File: src/rtl/nibble_serial_add_ctrl.sv
// nibble_serial_add_ctrl: nibble-serial adder controller.
// One 4-bit adder slice is time-shared across NIBBLES nibbles, least
// significant nibble first. {Cout, Sum} = A + B + Cin, unsigned modulo 2^W.
// NIBBLES must be at least 2.
// Optional feature macro: OVERFLOW_FLAG_EN adds the Ovf port, the signed
// two's-complement overflow of the final result.
module nibble_serial_add_ctrl #(
    parameter int unsigned NIBBLES = 4
) (
    input  logic                   Clk,
    input  logic                   Reset,
    input  logic                   Run,
    input  logic [4*NIBBLES-1:0]   A,
    input  logic [4*NIBBLES-1:0]   B,
    input  logic                   Cin,
    output logic [4*NIBBLES-1:0]   Sum,
    output logic                   Cout,
`ifdef OVERFLOW_FLAG_EN
    output logic                   Ovf,
`endif
    output logic                   Busy,
    output logic                   Done
);

    localparam int unsigned W  = 4 * NIBBLES;
    localparam int unsigned CW = $clog2(NIBBLES) + 1;
    localparam logic [CW-1:0] LAST = CW'(NIBBLES - 1);

    typedef enum logic [1:0] {
        IDLE,
        ADD,
        DONE
    } state_t;

    state_t          state;
    logic [W-1:0]    a_sh;
    logic [W-1:0]    b_sh;
    logic            carry;
    logic [CW-1:0]   cnt;
    logic [3:0]      slice_sum;
    logic            slice_cout;

    // Shared 4-bit adder slice working on the current low operand nibbles.
    always_comb begin
        {slice_cout, slice_sum} = {1'b0, a_sh[3:0]} + {1'b0, b_sh[3:0]} + {4'b0000, carry};
    end

    // Control FSM with datapath registers and registered status outputs.
    // On the final ADD edge the operand registers' low nibbles still hold
    // the original top nibbles, so their bit 3 is the latched sign bit.
    always_ff @(posedge Clk) begin
        if (Reset) begin
            state <= IDLE;
            Sum   <= '0;
            Cout  <= 1'b0;
            Busy  <= 1'b0;
            Done  <= 1'b0;
            carry <= 1'b0;
            cnt   <= '0;
            a_sh  <= '0;
            b_sh  <= '0;
`ifdef OVERFLOW_FLAG_EN
            Ovf   <= 1'b0;
`endif
        end else begin
            case (state)
                IDLE: begin
                    if (Run) begin
                        a_sh  <= A;
                        b_sh  <= B;
                        carry <= Cin;
                        cnt   <= '0;
                        Sum   <= '0;
                        Cout  <= 1'b0;
`ifdef OVERFLOW_FLAG_EN
                        Ovf   <= 1'b0;
`endif
                        Busy  <= 1'b1;
                        Done  <= 1'b0;
                        state <= ADD;
                    end
                end
                ADD: begin
                    Sum   <= {slice_sum, Sum[W-1:4]};
                    carry <= slice_cout;
                    a_sh  <= a_sh >> 4;
                    b_sh  <= b_sh >> 4;
                    cnt   <= cnt + CW'(1);
                    if (cnt == LAST) begin
                        Cout  <= slice_cout;
`ifdef OVERFLOW_FLAG_EN
                        Ovf   <= (a_sh[3] == b_sh[3]) && (slice_sum[3] != a_sh[3]);
`endif
                        Busy  <= 1'b0;
                        Done  <= 1'b1;
                        state <= DONE;
                    end
                end
                DONE: begin
                    if (!Run) begin
                        Done  <= 1'b0;
                        state <= IDLE;
                    end
                end
                default: begin
                    Busy  <= 1'b0;
                    Done  <= 1'b0;
                    state <= IDLE;
                end
            endcase
        end
    end

endmodule

File: config.mk
export PLATFORM = sky130hd
export DESIGN_NAME = nibble_serial_add_ctrl
export DESIGN_NICKNAME = d
export VERILOG_FILES = /design/src/rtl/nibble_serial_add_ctrl.sv
export SDC_FILE = /design/constraint.sdc
export NUM_CORES = 1
export LEC_CHECK = 0
export CAP_MARGIN = 25
export CORE_AREA = 2 2 77 79
export DETAILED_ROUTE_END_ITERATION = 10
export DIE_AREA = 0 0 79 81
export GPL_TIMING_DRIVEN = 0
export PLACE_DENSITY = 0.76
export SYNTH_ARGS = -nofsm -noshare
export SYNTH_HDL_FRONTEND = slang
export SYNTH_SLANG_ARGS = --single-unit
File: constraint.sdc
create_clock -name Clk -period 1.8 [get_ports Clk]
set_input_delay 0.36 -clock Clk [delete_from_list [all_inputs] [get_ports Clk]]
set_output_delay 0.36 -clock Clk [all_outputs]
set_load 0.02 [all_outputs]
**Word level (Yosys, flattened, before mapping)**

Cells that the tools add are included.
Widths: inputs -> output; s select.

- Flip-flop bits (word level): 57
- Input port bits: 36
- Output and inout port bits: 19
- Word-level logic and storage cells: 48

- Add/subtract/negate cells: 3
- Eq/ne operators: 6
- Mux-type cells: 23
- Bitwise operators: 1
- Reductions and logical operators: 6

Operator list:

| cell | number |
|---|---|
| $pmux 16 s2 | 3 |
| $mux 16 | 3 |
| $reduce_and 3->1 | 3 |
| $mux 1 | 7 |
| $mux 2 | 3 |
| $ne 2x2->1 const B | 3 |
| $pmux 1 s3 | 2 |
| $pmux 2 s3 | 1 |
| $pmux 3 s2 | 1 |
| $add 4x4->5 | 1 |
| $add 5x1->5 | 1 |
| $pmux 1 s2 | 2 |
| $add 3x1->3 const B | 1 |
| $eq 3x2->1 const B | 1 |
| $mux 3 | 1 |
| $eq 2x1->1 const B | 1 |
| $eq 2x2->1 const B | 1 |
| $logic_not 2->1 | 1 |
| $reduce_and 2->1 | 1 |
| $reduce_bool 2->1 | 1 |
| $not 1->1 | 1 |

**Longest topological paths before layout**

- Word-level depth: 4
- Gate-level depth with buffers: 6
- Mapped depth without buffers: 5

**Worst setup path after synthesis**

No wires, ideal clock.

- Path type: reg2reg
- Start: register a_sh[0]
- End: register carry
- Setup time: 0.140 ns
- Data arrival time: 1.569 ns
- Setup slack: 0.090 ns
- Stages on the path, launching flop included: 6
- Buffers on the path: 0
- Cell sequence: dfxtp_1 > fa_1 > fa_1 > a21o_1 > a21oi_1 > o311ai_0

- Word-level cells in the longest chain between the ends: 3

RTL lines:

| item | line | text |
|---|---|---|
| start, declared | 36 | `logic [W-1:0] a_sh;` |
| start signal, assigned | 86 | `a_sh <= a_sh >> 4;` |
| $add 4x4->5 | 45 | `{slice_cout, slice_sum} = {1'b0, a_sh[3:0]} + {1'b0, b_sh[3:0]} + {4'b0000, carry};` |
| $add 5x1->5 | 45 |  |
| $pmux 1 s2 | 66 | `case (state)` |
| end signal, assigned | 71 | `carry <= Cin;` |
| end signal, assigned | 85 | `carry <= slice_cout;` |
| end, declared | 38 | `logic carry;` |

Every way passes these cells.
A chain may end at the register's enable or synchronous reset.

**Worst setup path after layout**

Ends and elaborated chain as after synthesis.

==> reports/qor.csv <==
metric,value,unit
n_diodes,0,
CTS root buffer,clkbuf_8,
chip height,81,µm
Tightest Pin Transition,553.9,ps
pre-CTS setup slack,-90.57,ps
Setup Skew,3.334,ps
placed cells,396,
global-route wire length before repair,8928,µm
min Tclk post-route,1719,ps
required time of the critical path,1990,ps
Setup CP Type,flop to flop,
Routed Antenna Nets,0,
Worst path most repeated cell,fa_2,
GRT overflow,0,
crit-path max cell delay,410,ps
Seq cells post-synth,56,
crit-path max FO,2,
Via Count,2120,
CP max stage cell,fa_2,
"Hold-fix buffers, CTS",0,
sequential area share after synthesis,46.45,%
fmax,581.6,MHz
CP Cell Sequence,fa_2 > fa_2 > a21o_1 > a21oi_2 > o311ai_0,
clk buf depth,2,
final slew viol count,0,
Synthesized Nets,311,
routed vias/inst,5.248,
number of iterations in the first detailed-routing pass,4,
pwr dens,802.9,mW/mm²
Routed Wire Length,5571,µm
# IOs,55,
layout cells sized above 1,10.03,%
status,finished clean,
Final HPWL DP,4086,µm
FP Rows,28,
Max-Cap Viols,0,
Fin. Hold Viols,0,
# setup viols final,0,
Synth top area share,46.45,%
Total GRT Usage,18.14,%
DP Area,0.003038,mm²
Synth Area per Inst,9.006,µm²
initial core utilization,42.53,%
leak pwr,1.204,nW
largest net degree at the start of global routing,16,
clock sinks,56,
initial antenna violation count,0,
final core occ,55.25,%
residual DRC count,0,
CTS tree,done,
die width,79,µm
setup TNS,0,ps
cts bufs inserted,5,
CP Launch Type,flop,
core area,0.005675,mm²
crit share post-route,95.52,%
Max rail drop VDD,0.3962,mV
WL/cell,13.79,µm
final setup margin,80.69,ps
overall power,2.517,mW
Starting DRT DRC Count,92,
Port Buf Inserts,53,
main area contributors after synthesis,"dfxtp_1 46%, nand2_1 7.8%, nor2_1 7.8%",
post-CTS setup buffer count,0,
Area growth syn-to-layout,29.91,%
crit path buf inv count,0,
distinct cell type count after synthesis,31,
dominant cell type by area after synthesis,dfxtp_1,
worst-skew pair later-pin latency,310,ps
RSZ-0062 raised after global routing,no,
post-route cell area,0.003136,mm²
Synth warnings,0,
Placer Congestion,0.8407,
CP top delay family,adder cells,
Non-Filler Instances,404,
"Cell Area, Synth",0.002414,mm²
H-Tree Depth,2,
min-delay worst type,input pin to flop,
Worst-path clk slew,90,ps
worst hold margin,397.0,ps
Die Area,0.006399,mm²
vias in the first global route,1864,
Crit path arrival time,1910,ps
Syn Inst Count,268,
fin nets,371,
Max-slew headroom,63.07,%
Crit. End Element,flop,
==> final timing paths <==
path / startpoint / to / cells past startpoint / slack (ps)
max: a_sh[0]$_SDFFE_PP0P_ / carry$_SDFFE_PP0P_ / 5 / 80
min: Reset / carry$_SDFFE_PP0P_ / 2 / 400
max reg2reg: a_sh[0]$_SDFFE_PP0P_ / carry$_SDFFE_PP0P_ / 5 / 80
min reg2reg: b_sh[4]$_SDFFE_PP0P_ / b_sh[0]$_SDFFE_PP0P_ / 2 / 480
==> repair_timing <==
item,in CTS,in global routing
endpoints found under the setup margin,3,2
gates resized for setup,3,1
gates cloned,0,0
hold endpoints to repair,0,0
==> synth_stat cells <==
library cell and n:
dfxtp_1 56, nand2_1 50, nor2_1 50, a22oi_1 24, a311oi_1 21, buf_4 8
buf_6 6, clkbuf_1 6, a21oi_1 5, ha_1 5, buf_2 4, nand2b_1 4
nand3b_1 4, a311oi_2 3, a21o_1 2, fa_1 2, inv_1 2, nand3_1 2
nor2b_1 2, a2111o_1 1, a211oi_1 1, a2bb2oi_1 1, nand4_1 1, nand4b_1 1
nor3b_1 1, nor3b_2 1, o21ba_2 1, o21bai_2 1, o311ai_0 1, o32ai_1 1
xor2_1 1
==> kinds of logic (layout without fill, tap and decap cells) <==
family,count (synthesis),in the layout,share of synthesized area [%]
fa+ha+maj,7,7,4.251
buf+inv,26,87,7.361
compound gates,62,62,21.36
simple gates,116,116,20.22
xor+xnor,1,1,0.3629
flops,56,56,46.45
==> sequential cells by signal, summed over array words and instances, names as in the netlist <==
signal and flops:
Sum 16, state 1, cnt 3, a_sh 16, b_sh 16, Done 1, carry 1, Cout 1
Busy 1
==> layout by cell type (no fill, tap or decap), types with 2 or more instances in the layout <==
cell | synthesis | layout
a311oi_2 | 3 | 3
buf_6 | 6 | 6
buf_4 | 8 | 8
nor2b_1 | 2 | 2
nand3b_1 | 4 | 4
clkdlybuf4s50_1 | 0 | 52
clkbuf_1 | 6 | 8
a21oi_1 | 5 | 4
dfxtp_1 | 56 | 56
a22oi_1 | 24 | 24
nand2_1 | 50 | 50
buf_2 | 4 | 4
a21o_1 | 2 | 2
inv_1 | 2 | 2
fa_2 | 0 | 2
nand3_1 | 2 | 2
nor2_1 | 50 | 50
ha_1 | 5 | 5
a311oi_1 | 21 | 21
nand2b_1 | 4 | 4
clkbuf_8 | 0 | 6
==> power by group <==
group	internal (mW)	switching, mW	total [mW]
clock network	0.315	0.400	0.715
registers	1.31	0.0488	1.36
logic	0.219	0.221	0.440
total	1.85	0.670	2.52
==> routing by layer <==
metal,part of all wire [%],wire length [µm],GRT usage (%)
met5,0,0,0
met4,1.9,104,7.241
met3,4.6,257,4.111
met2,48,2660,31.44
met1,46,2549,21.91
==> layout make-up <==
cell class | instances | area [µm²]
plain buffers | 24 | 170.2
clock buffers | 8 | 90.09
fillers | 562 | 2540
inverters | 2 | 7.507
multi-input cells | 186 | 1124
flip-flops and latches | 56 | 1121
well taps | 75 | 93.84
repair buffers | 53 | 529.3
Note: power is estimated with default switching activity, not from simulation.
